## src/rtl/matmul_sequencer_pkg.sv

```systemverilog
// Shared types and helpers for the matmul sequencer and its result FIFO.
package matmul_sequencer_pkg;

    // Top-level control states.
    typedef enum logic [1:0] {
        StFlush,
        StIdle,
        StIssue,
        StDrain
    } state_e;

    // Bits needed to index n items; never less than one bit.
    function automatic int unsigned idx_width(input int unsigned n);
        return (n <= 2) ? 1 : $clog2(n);
    endfunction

endpackage

```

## src/rtl/matmul_sequencer_if.sv

```systemverilog
// Handshake bundle between the sequencer, the operand buffers, the engine and the consumer.
interface matmul_sequencer_if
    import matmul_sequencer_pkg::*;
#(
    parameter int unsigned DIM       = 8,
    parameter int unsigned RES_WIDTH = 67
);
    localparam int unsigned IDX_W = idx_width(DIM);

    logic                 go;
    logic                 ready;
    logic                 busy;
    logic                 done;
    logic                 opRead;
    logic [IDX_W-1:0]     rowAddr;
    logic [IDX_W-1:0]     colAddr;
    logic                 dpStart;
    logic                 dpReadEn;
    logic [RES_WIDTH-1:0] dpResult;
    logic                 resValid;
    logic                 resReady;
    logic [RES_WIDTH-1:0] resData;
    logic [IDX_W-1:0]     resRow;
    logic [IDX_W-1:0]     resCol;

    // Sequencer side.
    modport master (
        input  go, dpReadEn, dpResult, resReady,
        output ready, busy, done, opRead, rowAddr, colAddr, dpStart,
        output resValid, resData, resRow, resCol
    );

    // Environment side: job control, operand buffers, engine and consumer.
    modport slave (
        output go, dpReadEn, dpResult, resReady,
        input  ready, busy, done, opRead, rowAddr, colAddr, dpStart,
        input  resValid, resData, resRow, resCol
    );
endinterface

```

## src/rtl/matmul_sequencer_result_fifo.sv

```systemverilog
// Synchronous result FIFO; the head entry is always presented on pop_data.
module matmul_sequencer_result_fifo
    import matmul_sequencer_pkg::*;
#(
    parameter int unsigned WIDTH = 67,
    parameter int unsigned DEPTH = 16
) (
    input  logic                              clk,
    input  logic                              rst_n,
    input  logic                              push,
    input  logic [WIDTH-1:0]                  push_data,
    input  logic                              pop,
    output logic [WIDTH-1:0]                  pop_data,
    output logic [idx_width(DEPTH + 1)-1:0]   count,
    output logic                              full,
    output logic                              empty
);
    localparam int unsigned PTR_W = idx_width(DEPTH);
    localparam int unsigned CNT_W = idx_width(DEPTH + 1);
    localparam logic [PTR_W-1:0] LAST_PTR = PTR_W'(DEPTH - 1);

    logic [WIDTH-1:0] mem_q [DEPTH];
    logic [PTR_W-1:0] wr_ptr_q;
    logic [PTR_W-1:0] rd_ptr_q;
    logic [CNT_W-1:0] count_q;
    logic             do_push;
    logic             do_pop;

    // Status flags and accepted operations; a push into a full FIFO only lands if a pop
    // frees the head slot in the same cycle.
    always_comb begin
        full     = (count_q == CNT_W'(DEPTH));
        empty    = (count_q == '0);
        do_pop   = pop && !empty;
        do_push  = push && (!full || do_pop);
        count    = count_q;
        pop_data = mem_q[rd_ptr_q];
    end

    // Storage, pointers and occupancy.
    always_ff @(posedge clk or negedge rst_n) begin
        if (!rst_n) begin
            for (int i = 0; i < int'(DEPTH); i++) begin
                mem_q[i] <= '0;
            end
            wr_ptr_q <= '0;
            rd_ptr_q <= '0;
            count_q  <= '0;
        end else begin
            if (do_push) begin
                mem_q[wr_ptr_q] <= push_data;
                wr_ptr_q        <= (wr_ptr_q == LAST_PTR) ? '0 : wr_ptr_q + 1'b1;
            end
            if (do_pop) begin
                rd_ptr_q <= (rd_ptr_q == LAST_PTR) ? '0 : rd_ptr_q + 1'b1;
            end
            count_q <= count_q + CNT_W'(do_push) - CNT_W'(do_pop);
        end
    end

endmodule

```

## src/rtl/matmul_sequencer.sv

```systemverilog
// Walks all (row, col) pairs of a DIM x DIM product through one non-stallable dot-product
// engine, throttling issue with credits so every engine result has a FIFO slot waiting.
module matmul_sequencer
    import matmul_sequencer_pkg::*;
#(
    parameter int unsigned DIM        = 8,
    parameter int unsigned RES_WIDTH  = 67,
    parameter int unsigned DP_LATENCY = 13,
    parameter int unsigned FIFO_DEPTH = 16
) (
    input logic                Clock,
    input logic                Resetn,
    matmul_sequencer_if.master bus
);
    localparam int unsigned IDX_W = idx_width(DIM);
    localparam int unsigned CNT_W = idx_width(FIFO_DEPTH + 1);
    localparam int unsigned SUM_W = CNT_W + 1;
    localparam int unsigned FL_W  = idx_width(DP_LATENCY + 1);
    localparam logic [IDX_W-1:0] LAST_IDX = IDX_W'(DIM - 1);

    state_e           state_q, state_d;
    logic [FL_W-1:0]  flush_cnt_q, flush_cnt_d;
    logic [IDX_W-1:0] row_q, row_d, col_q, col_d;
    logic [IDX_W-1:0] res_row_q, res_row_d, res_col_q, res_col_d;
    logic [CNT_W-1:0] in_flight_q, in_flight_d;
    logic             dp_start_q;

    logic             op_read;
    logic             credit_ok;
    logic             push;
    logic             pop;
    logic             ready;
    logic             busy;
    logic             done;
    logic [CNT_W-1:0] fifo_count;
    logic             fifo_full;
    logic             fifo_empty;
    logic [RES_WIDTH-1:0] res_data;

    matmul_sequencer_result_fifo #(
        .WIDTH (RES_WIDTH),
        .DEPTH (FIFO_DEPTH)
    ) u_result_fifo (
        .clk       (Clock),
        .rst_n     (Resetn),
        .push      (push),
        .push_data (bus.dpResult),
        .pop       (pop),
        .pop_data  (res_data),
        .count     (fifo_count),
        .full      (fifo_full),
        .empty     (fifo_empty)
    );

    // Next-state, index counters, credit accounting and control outputs.
    always_comb begin
        state_d     = state_q;
        flush_cnt_d = flush_cnt_q;
        row_d       = row_q;
        col_d       = col_q;
        res_row_d   = res_row_q;
        res_col_d   = res_col_q;
        op_read     = 1'b0;
        ready       = 1'b0;
        busy        = 1'b0;
        done        = 1'b0;

        // Engine results are only meaningful while a job is running; anything else is
        // leftover pipeline contents from before reset.
        push = bus.dpReadEn && ((state_q == StIssue) || (state_q == StDrain));
        pop  = !fifo_empty && bus.resReady;

        // Every issued operand pair owns a FIFO slot until its result is consumed.
        credit_ok = (SUM_W'(in_flight_q) + SUM_W'(fifo_count)) < SUM_W'(FIFO_DEPTH);

        // Result position follows consumer handshakes in issue order.
        if (pop) begin
            res_col_d = (res_col_q == LAST_IDX) ? '0 : res_col_q + 1'b1;
            if (res_col_q == LAST_IDX) begin
                res_row_d = (res_row_q == LAST_IDX) ? '0 : res_row_q + 1'b1;
            end
        end

        unique case (state_q)
            StFlush: begin
                if (flush_cnt_q == FL_W'(DP_LATENCY)) begin
                    state_d = StIdle;
                end else begin
                    flush_cnt_d = flush_cnt_q + 1'b1;
                end
            end
            StIdle: begin
                ready = 1'b1;
                if (bus.go) begin
                    state_d   = StIssue;
                    row_d     = '0;
                    col_d     = '0;
                    res_row_d = '0;
                    res_col_d = '0;
                end
            end
            StIssue: begin
                busy    = 1'b1;
                op_read = credit_ok;
                if (op_read) begin
                    col_d = (col_q == LAST_IDX) ? '0 : col_q + 1'b1;
                    if (col_q == LAST_IDX) begin
                        row_d = (row_q == LAST_IDX) ? '0 : row_q + 1'b1;
                        if (row_q == LAST_IDX) begin
                            state_d = StDrain;
                        end
                    end
                end
            end
            StDrain: begin
                // Nothing in flight and nothing queued means the final handshake is done.
                if ((in_flight_q == '0) && (fifo_count == '0)) begin
                    done    = 1'b1;
                    state_d = StIdle;
                end else begin
                    busy = 1'b1;
                end
            end
            default: state_d = StFlush;
        endcase

        in_flight_d = in_flight_q + CNT_W'(op_read) - CNT_W'(push);
        if (state_q == StIdle) begin
            in_flight_d = '0;
        end
    end

    // State and counter registers; reset discards any partial job.
    always_ff @(posedge Clock or negedge Resetn) begin
        if (!Resetn) begin
            state_q     <= StFlush;
            flush_cnt_q <= '0;
            row_q       <= '0;
            col_q       <= '0;
            res_row_q   <= '0;
            res_col_q   <= '0;
            in_flight_q <= '0;
            dp_start_q  <= 1'b0;
        end else begin
            state_q     <= state_d;
            flush_cnt_q <= flush_cnt_d;
            row_q       <= row_d;
            col_q       <= col_d;
            res_row_q   <= res_row_d;
            res_col_q   <= res_col_d;
            in_flight_q <= in_flight_d;
            dp_start_q  <= op_read;
        end
    end

    // Operand data arrives one cycle after the read, so the engine starts then.
    assign bus.ready    = ready;
    assign bus.busy     = busy;
    assign bus.done     = done;
    assign bus.opRead   = op_read;
    assign bus.rowAddr  = row_q;
    assign bus.colAddr  = col_q;
    assign bus.dpStart  = dp_start_q;
    assign bus.resValid = !fifo_empty;
    assign bus.resData  = res_data;
    assign bus.resRow   = res_row_q;
    assign bus.resCol   = res_col_q;

    // Credits make this impossible; if it happens the engine result is lost.
    a_no_overflow: assert property (@(posedge Clock) disable iff (!Resetn)
        !(push && fifo_full && !pop))
        else $error("matmul_sequencer: engine result dropped, result fifo overflow");

endmodule

```

## src/flat_wrapper.sv

```systemverilog
// flat-port wrapper written by rule: the top's interface ports become plain ports
module matmul_sequencer_flat import matmul_sequencer_pkg::*;
#(
    parameter int unsigned DIM        = 8,
    parameter int unsigned RES_WIDTH  = 67,
    parameter int unsigned DP_LATENCY = 13,
    parameter int unsigned FIFO_DEPTH = 16
)
  (Clock, Resetn, bus_go, bus_dpReadEn, bus_dpResult, bus_resReady, bus_ready, bus_busy, bus_done, bus_opRead, bus_rowAddr, bus_colAddr, bus_dpStart, bus_resValid, bus_resData, bus_resRow, bus_resCol);
  matmul_sequencer_if #(.DIM(DIM), .RES_WIDTH(RES_WIDTH)) bus_i ();
  input logic Clock;
  input logic Resetn;
  input wire logic [$bits(bus_i.go)-1:0] bus_go;
  input wire logic [$bits(bus_i.dpReadEn)-1:0] bus_dpReadEn;
  input wire logic [$bits(bus_i.dpResult)-1:0] bus_dpResult;
  input wire logic [$bits(bus_i.resReady)-1:0] bus_resReady;
  output wire logic [$bits(bus_i.ready)-1:0] bus_ready;
  output wire logic [$bits(bus_i.busy)-1:0] bus_busy;
  output wire logic [$bits(bus_i.done)-1:0] bus_done;
  output wire logic [$bits(bus_i.opRead)-1:0] bus_opRead;
  output wire logic [$bits(bus_i.rowAddr)-1:0] bus_rowAddr;
  output wire logic [$bits(bus_i.colAddr)-1:0] bus_colAddr;
  output wire logic [$bits(bus_i.dpStart)-1:0] bus_dpStart;
  output wire logic [$bits(bus_i.resValid)-1:0] bus_resValid;
  output wire logic [$bits(bus_i.resData)-1:0] bus_resData;
  output wire logic [$bits(bus_i.resRow)-1:0] bus_resRow;
  output wire logic [$bits(bus_i.resCol)-1:0] bus_resCol;
  assign bus_i.go = bus_go;
  assign bus_i.dpReadEn = bus_dpReadEn;
  assign bus_i.dpResult = bus_dpResult;
  assign bus_i.resReady = bus_resReady;
  assign bus_ready = bus_i.ready;
  assign bus_busy = bus_i.busy;
  assign bus_done = bus_i.done;
  assign bus_opRead = bus_i.opRead;
  assign bus_rowAddr = bus_i.rowAddr;
  assign bus_colAddr = bus_i.colAddr;
  assign bus_dpStart = bus_i.dpStart;
  assign bus_resValid = bus_i.resValid;
  assign bus_resData = bus_i.resData;
  assign bus_resRow = bus_i.resRow;
  assign bus_resCol = bus_i.resCol;
  matmul_sequencer #(.DIM(DIM), .RES_WIDTH(RES_WIDTH), .DP_LATENCY(DP_LATENCY), .FIFO_DEPTH(FIFO_DEPTH)) u_core (.Clock(Clock), .Resetn(Resetn), .bus(bus_i));
endmodule
```

## config.mk

```make
export PLATFORM = sky130hd
export DESIGN_NAME = matmul_sequencer_flat
export DESIGN_NICKNAME = d
export VERILOG_FILES = /design/src/rtl/matmul_sequencer_pkg.sv /design/src/rtl/matmul_sequencer_if.sv /design/src/rtl/matmul_sequencer_result_fifo.sv /design/src/rtl/matmul_sequencer.sv /design/src/flat_wrapper.sv
export SDC_FILE = /design/constraint.sdc
export NUM_CORES = 2
export LEC_CHECK = 0
export CORE_ASPECT_RATIO = 0.75
export CORE_MARGIN = 1.5
export CORE_UTILIZATION = 55
export CTS_BUF_LIST = sky130_fd_sc_hd__clkbuf_8
export DETAILED_ROUTE_END_ITERATION = 12
export PLACE_DENSITY = 0.73
export SYNTH_ARGS = -nofsm -noshare
export SYNTH_HDL_FRONTEND = slang
export SYNTH_HIERARCHICAL = 1
export SYNTH_SLANG_ARGS = --single-unit
```

## constraint.sdc

```tcl
create_clock -name Clock -period 4.6 [get_ports Clock]
set_input_delay 0.46 -clock Clock [delete_from_list [all_inputs] [get_ports Clock]]
set_output_delay 0.46 -clock Clock [all_outputs]
set_load 0.01 [all_outputs]
```

==> impl_metrics.py <==
metrics = {
    "clock_network": {
        "cts_resized": 0,
        "htreeDepth": 4,
        "clkLatencyLatePin_ns": 0.83,
        "cts_buffers": 173,
        "cts_sinks": 1109,
        "cts.reportedPaths.clkPinSlew_ns": 0.07,
        "tritoncts": "done",
        "clockBufferDepth": 3,
        "post_cts_buffers": 0,
        "postCtsHoldBufs": 1,
        "root_buffer": "clkbuf_8",
    },
    "power_and_ir_drop": {
        "p_switching_w": 0.0134,
        "p_total_w": 0.0398,
        "swShare": 0.337,
        "combPwrFrac": 0.399,
        "power.share.clock": 0.205,
        "seq_power_share": 0.396,
        "ir_worst_vdd_mv": 0.442,
        "intPower_w": 0.0264,
        "power_density_nw_per_um2": 700,
        "p_leak_nw": 27.3,
    },
    "synthesis": {
        "yosys-top-cells-area": "dfrtp_1, mux2_2, mux4_2, mux2i_1, a221oi_1",
        "synth.top_cell.area_share": 0.547,
        "yosysWarningCount": 6,
        "synth_edf_count": 0,
        "yosysTopAreaCell": "dfrtp_1",
        "async_flop_share": 1.00,
        "ys_ff_latch": 1109,
        "synthFlopType": "dfrtp_1",
        "synth_fp_nets": 3530,
        "ys_types": 52,
        "avgSynthCellArea_sq_um": 14.8,
        "syn_area_sq_um": 50700,
        "synth_cells": 3420,
        "synth_seq_area_share": 0.547,
    },
    "global_route": {
        "grt-busiest-layer": "met2",
        "grt_pass1_wl_um": 191000,
        "antenna_found_initial": 9,
        "grt_max_degree": 139,
        "grtUsageTotal": 0.262,
        "grtUsageMet2": 0.424,
        "overflow": 0,
        "gr-usage-met1": 0.359,
        "grtUsageMet3": 0.0493,
        "grt_pass1_vias": 32700,
    },
    "place": {
        "dp_hpwl_um": 68300,
        "pre_cts_slack_ns": 1.09,
        "port_buffers": 156,
        "gp_congestion": 0.758,
        "dp_cells": 4575,
    },
    "die": {
        "design.core.area_sq_um": 91400,
        "die_h_um": 266,
        "fp.dieW_um": 354,
        "die_area_sq_um": 94000,
        "pin_count": 157,
        "rows": 96,
        "initial_core_util": 0.555,
    },
    "worst_hold_path": {
        "hold_class": "input pin to async pin",
    },
    "critical_path": {
        "cp.arrival_ns": 3.81,
        "crit_required_ns": 4.14,
        "crit_path_max_fanout": 28,
        "crit_type": "flop to output pin",
        "start_kind": "flop",
        "end_kind": "output pin",
        "r2r_slack_ns": 1.04,
    },
    "timing": {
        "hold_ws_ns": 0.313,
        "hold_viol": 0,
        "layout_setup_ws_ns": 0.328,
        "drv_slew": 0,
        "period_minus_slack_ns": 4.27,
        "rsz0062_at_grt": "false",
        "setup_violations": 0,
        "relSlewSlack": 0.159,
        "period_share": 0.929,
        "fin_worst_skew_ns": 0.0519,
        "fmax_mhz": 234,
        "tns_ns": 0,
        "tightest_slew_ns": 1.26,
    },
    "cells_and_area": {
        "layout.cells.non_filler": 4881,
        "areaGrowthSynthToFinish_pct": 12.1,
        "drive_gt1_frac": 0.424,
        "fillers": 6632,
        "seqCellArea_sq_um": 27800,
        "multiInputGateArea_sq_um": 21500,
        "fin_nets": 3636,
    },
    "detailed_routing": {
        "antenna_left": 0,
        "vias": 30300,
        "routed_wl_um": 122000,
        "first_pass_iters": 7,
        "drc_errors": 0,
        "wire_per_inst_um": 24.9,
        "viasPerCell": 6.20,
        "drt_iter0_markers": 1943,
    },
    "flow_run": {
        "drv_cap": 0,
    },
    "status": {
        "run_status": "finished clean",
    },
}
synth_stat cells (all sizes together), types with 8 or more instances:
cell type / number
dfrtp: 1109
mux2: 1077
mux2i: 275
clkbuf: 149
buf: 147
a221oi: 134
mux4: 134
nand2: 94
o21ai: 72
a22oi: 67
ha: 36
inv: 28
nor2: 14
a21oi: 11
nand3: 9
nand4: 9
xnor2: 8
cell usage in the layout, fill, tap and decap left out, types with 40 or more instances in the layout:
cell type	count
buf_4	40
clkbuf_8	219
inv_1	82
a221oi_1	134
o21ai_0	72
dfrtp_1	1105
mux2_2	1075
nand2_1	85
mux2i_1	275
mux4_2	134
a22oi_1	67
clkdlybuf4s50_1	155
registers in the layout, summed over array words and instances (netlist names):
signal / cells
u_core/u_result_fifo/wr_ptr_q: 4
u_core/bus.resCol: 3
u_core/in_flight_q: 5
u_core/u_result_fifo/rd_ptr_q: 4
u_core/bus.rowAddr: 3
u_core/flush_cnt_q: 4
u_core/state_q: 2
u_core/bus.resRow: 3
u_core/bus.colAddr: 3
u_core/bus.dpStart: 1
u_core/u_result_fifo/mem_q: 1072
u_core/u_result_fifo/count: 5
power by group through the flow:
stage | clock network, W | registers [W] | logic [W]
after floorplan | 0 | 0.0150 | 0.0109
after global placement | 0 | 0.0155 | 0.0154
after detailed placement | 0 | 0.0159 | 0.0159
after CTS | 0.00834 | 0.0157 | 0.0160
after global routing | 0.00877 | 0.0162 | 0.0170
final | 0.00815 | 0.0158 | 0.0159
stage by stage:
| stage | utilization | area, sq um |
|---|---|---|
| 6_report | 0.622 | 56800 |
| 5_1_grt | 0.622 | 56800 |
| 4_1_cts | 0.622 | 56800 |
| 3_5_place_dp | 0.584 | 53400 |
| 3_3_place_gp | 0.584 | 53400 |
| 2_1_floorplan | - | 50700 |
worst max-delay path, cell delays in order, from the launching register on:
cell and delay (ns):
dfrtp_4 0.75, buf_12 0.34, buf_4 0.25, mux2i_1 0.09, a221oi_1 0.48, o21ai_0 0.16
nand2_1 0.18, clkdlybuf4s50_1 0.71
worst paths after layout:
kind                                                                to                                         start  cells after the start
max in group asynchronous  u_core/u_result_fifo/mem_q[975]$_DFFE_PN0P_                                        Resetn                      3
min in group Clock         u_core/u_result_fifo/mem_q[894]$_DFFE_PN0P_   u_core/u_result_fifo/mem_q[894]$_DFFE_PN0P_                      1
min                          u_core/u_result_fifo/mem_q[3]$_DFFE_PN0P_                                        Resetn                      2
max reg2reg                u_core/u_result_fifo/mem_q[234]$_DFFE_PN0P_       u_core/u_result_fifo/count[3]$_DFF_PN0_                     12
max                                                    bus_resData[66]  u_core/u_result_fifo/rd_ptr_q[0]$_DFFE_PN0P_                      7
min reg2reg                u_core/u_result_fifo/mem_q[894]$_DFFE_PN0P_   u_core/u_result_fifo/mem_q[894]$_DFFE_PN0P_                      1
layout make-up:
cell class	count	share of cell area
clock buffers	219	0.0530
multi-input cells	1987	0.378
repair buffers	227	0.0436
well taps	1225	0.0270
clock inverters	81	0.00729
inverters	28	0.00187
flip-flops and latches	1109	0.489
diodes	5	0.000220
cell families (layout without fill, tap and decap cells):
family,Yosys count,in the layout,synth area share
AOI/OAI and AO/OA,300,300,0.0442
xor gates and xnor gates,12,12,0.00207
adders and majority gates,38,38,0.00967
buffers and inverters,324,555,0.0300
DFF,1109,1109,0.547
muxes,1486,1486,0.353
other,0,5,0
and+or+nand+nor,151,151,0.0137
layer usage:
layer	vias to the layer above	share of wire	wire length [um]
met5	-	0.00037	45
met4	8	0.023	2760
met3	221	0.055	6730
met2	815	0.48	58900
met1	16200	0.44	53100
li1	13000	-	-
Note: power is estimated with default switching activity, not from simulation.
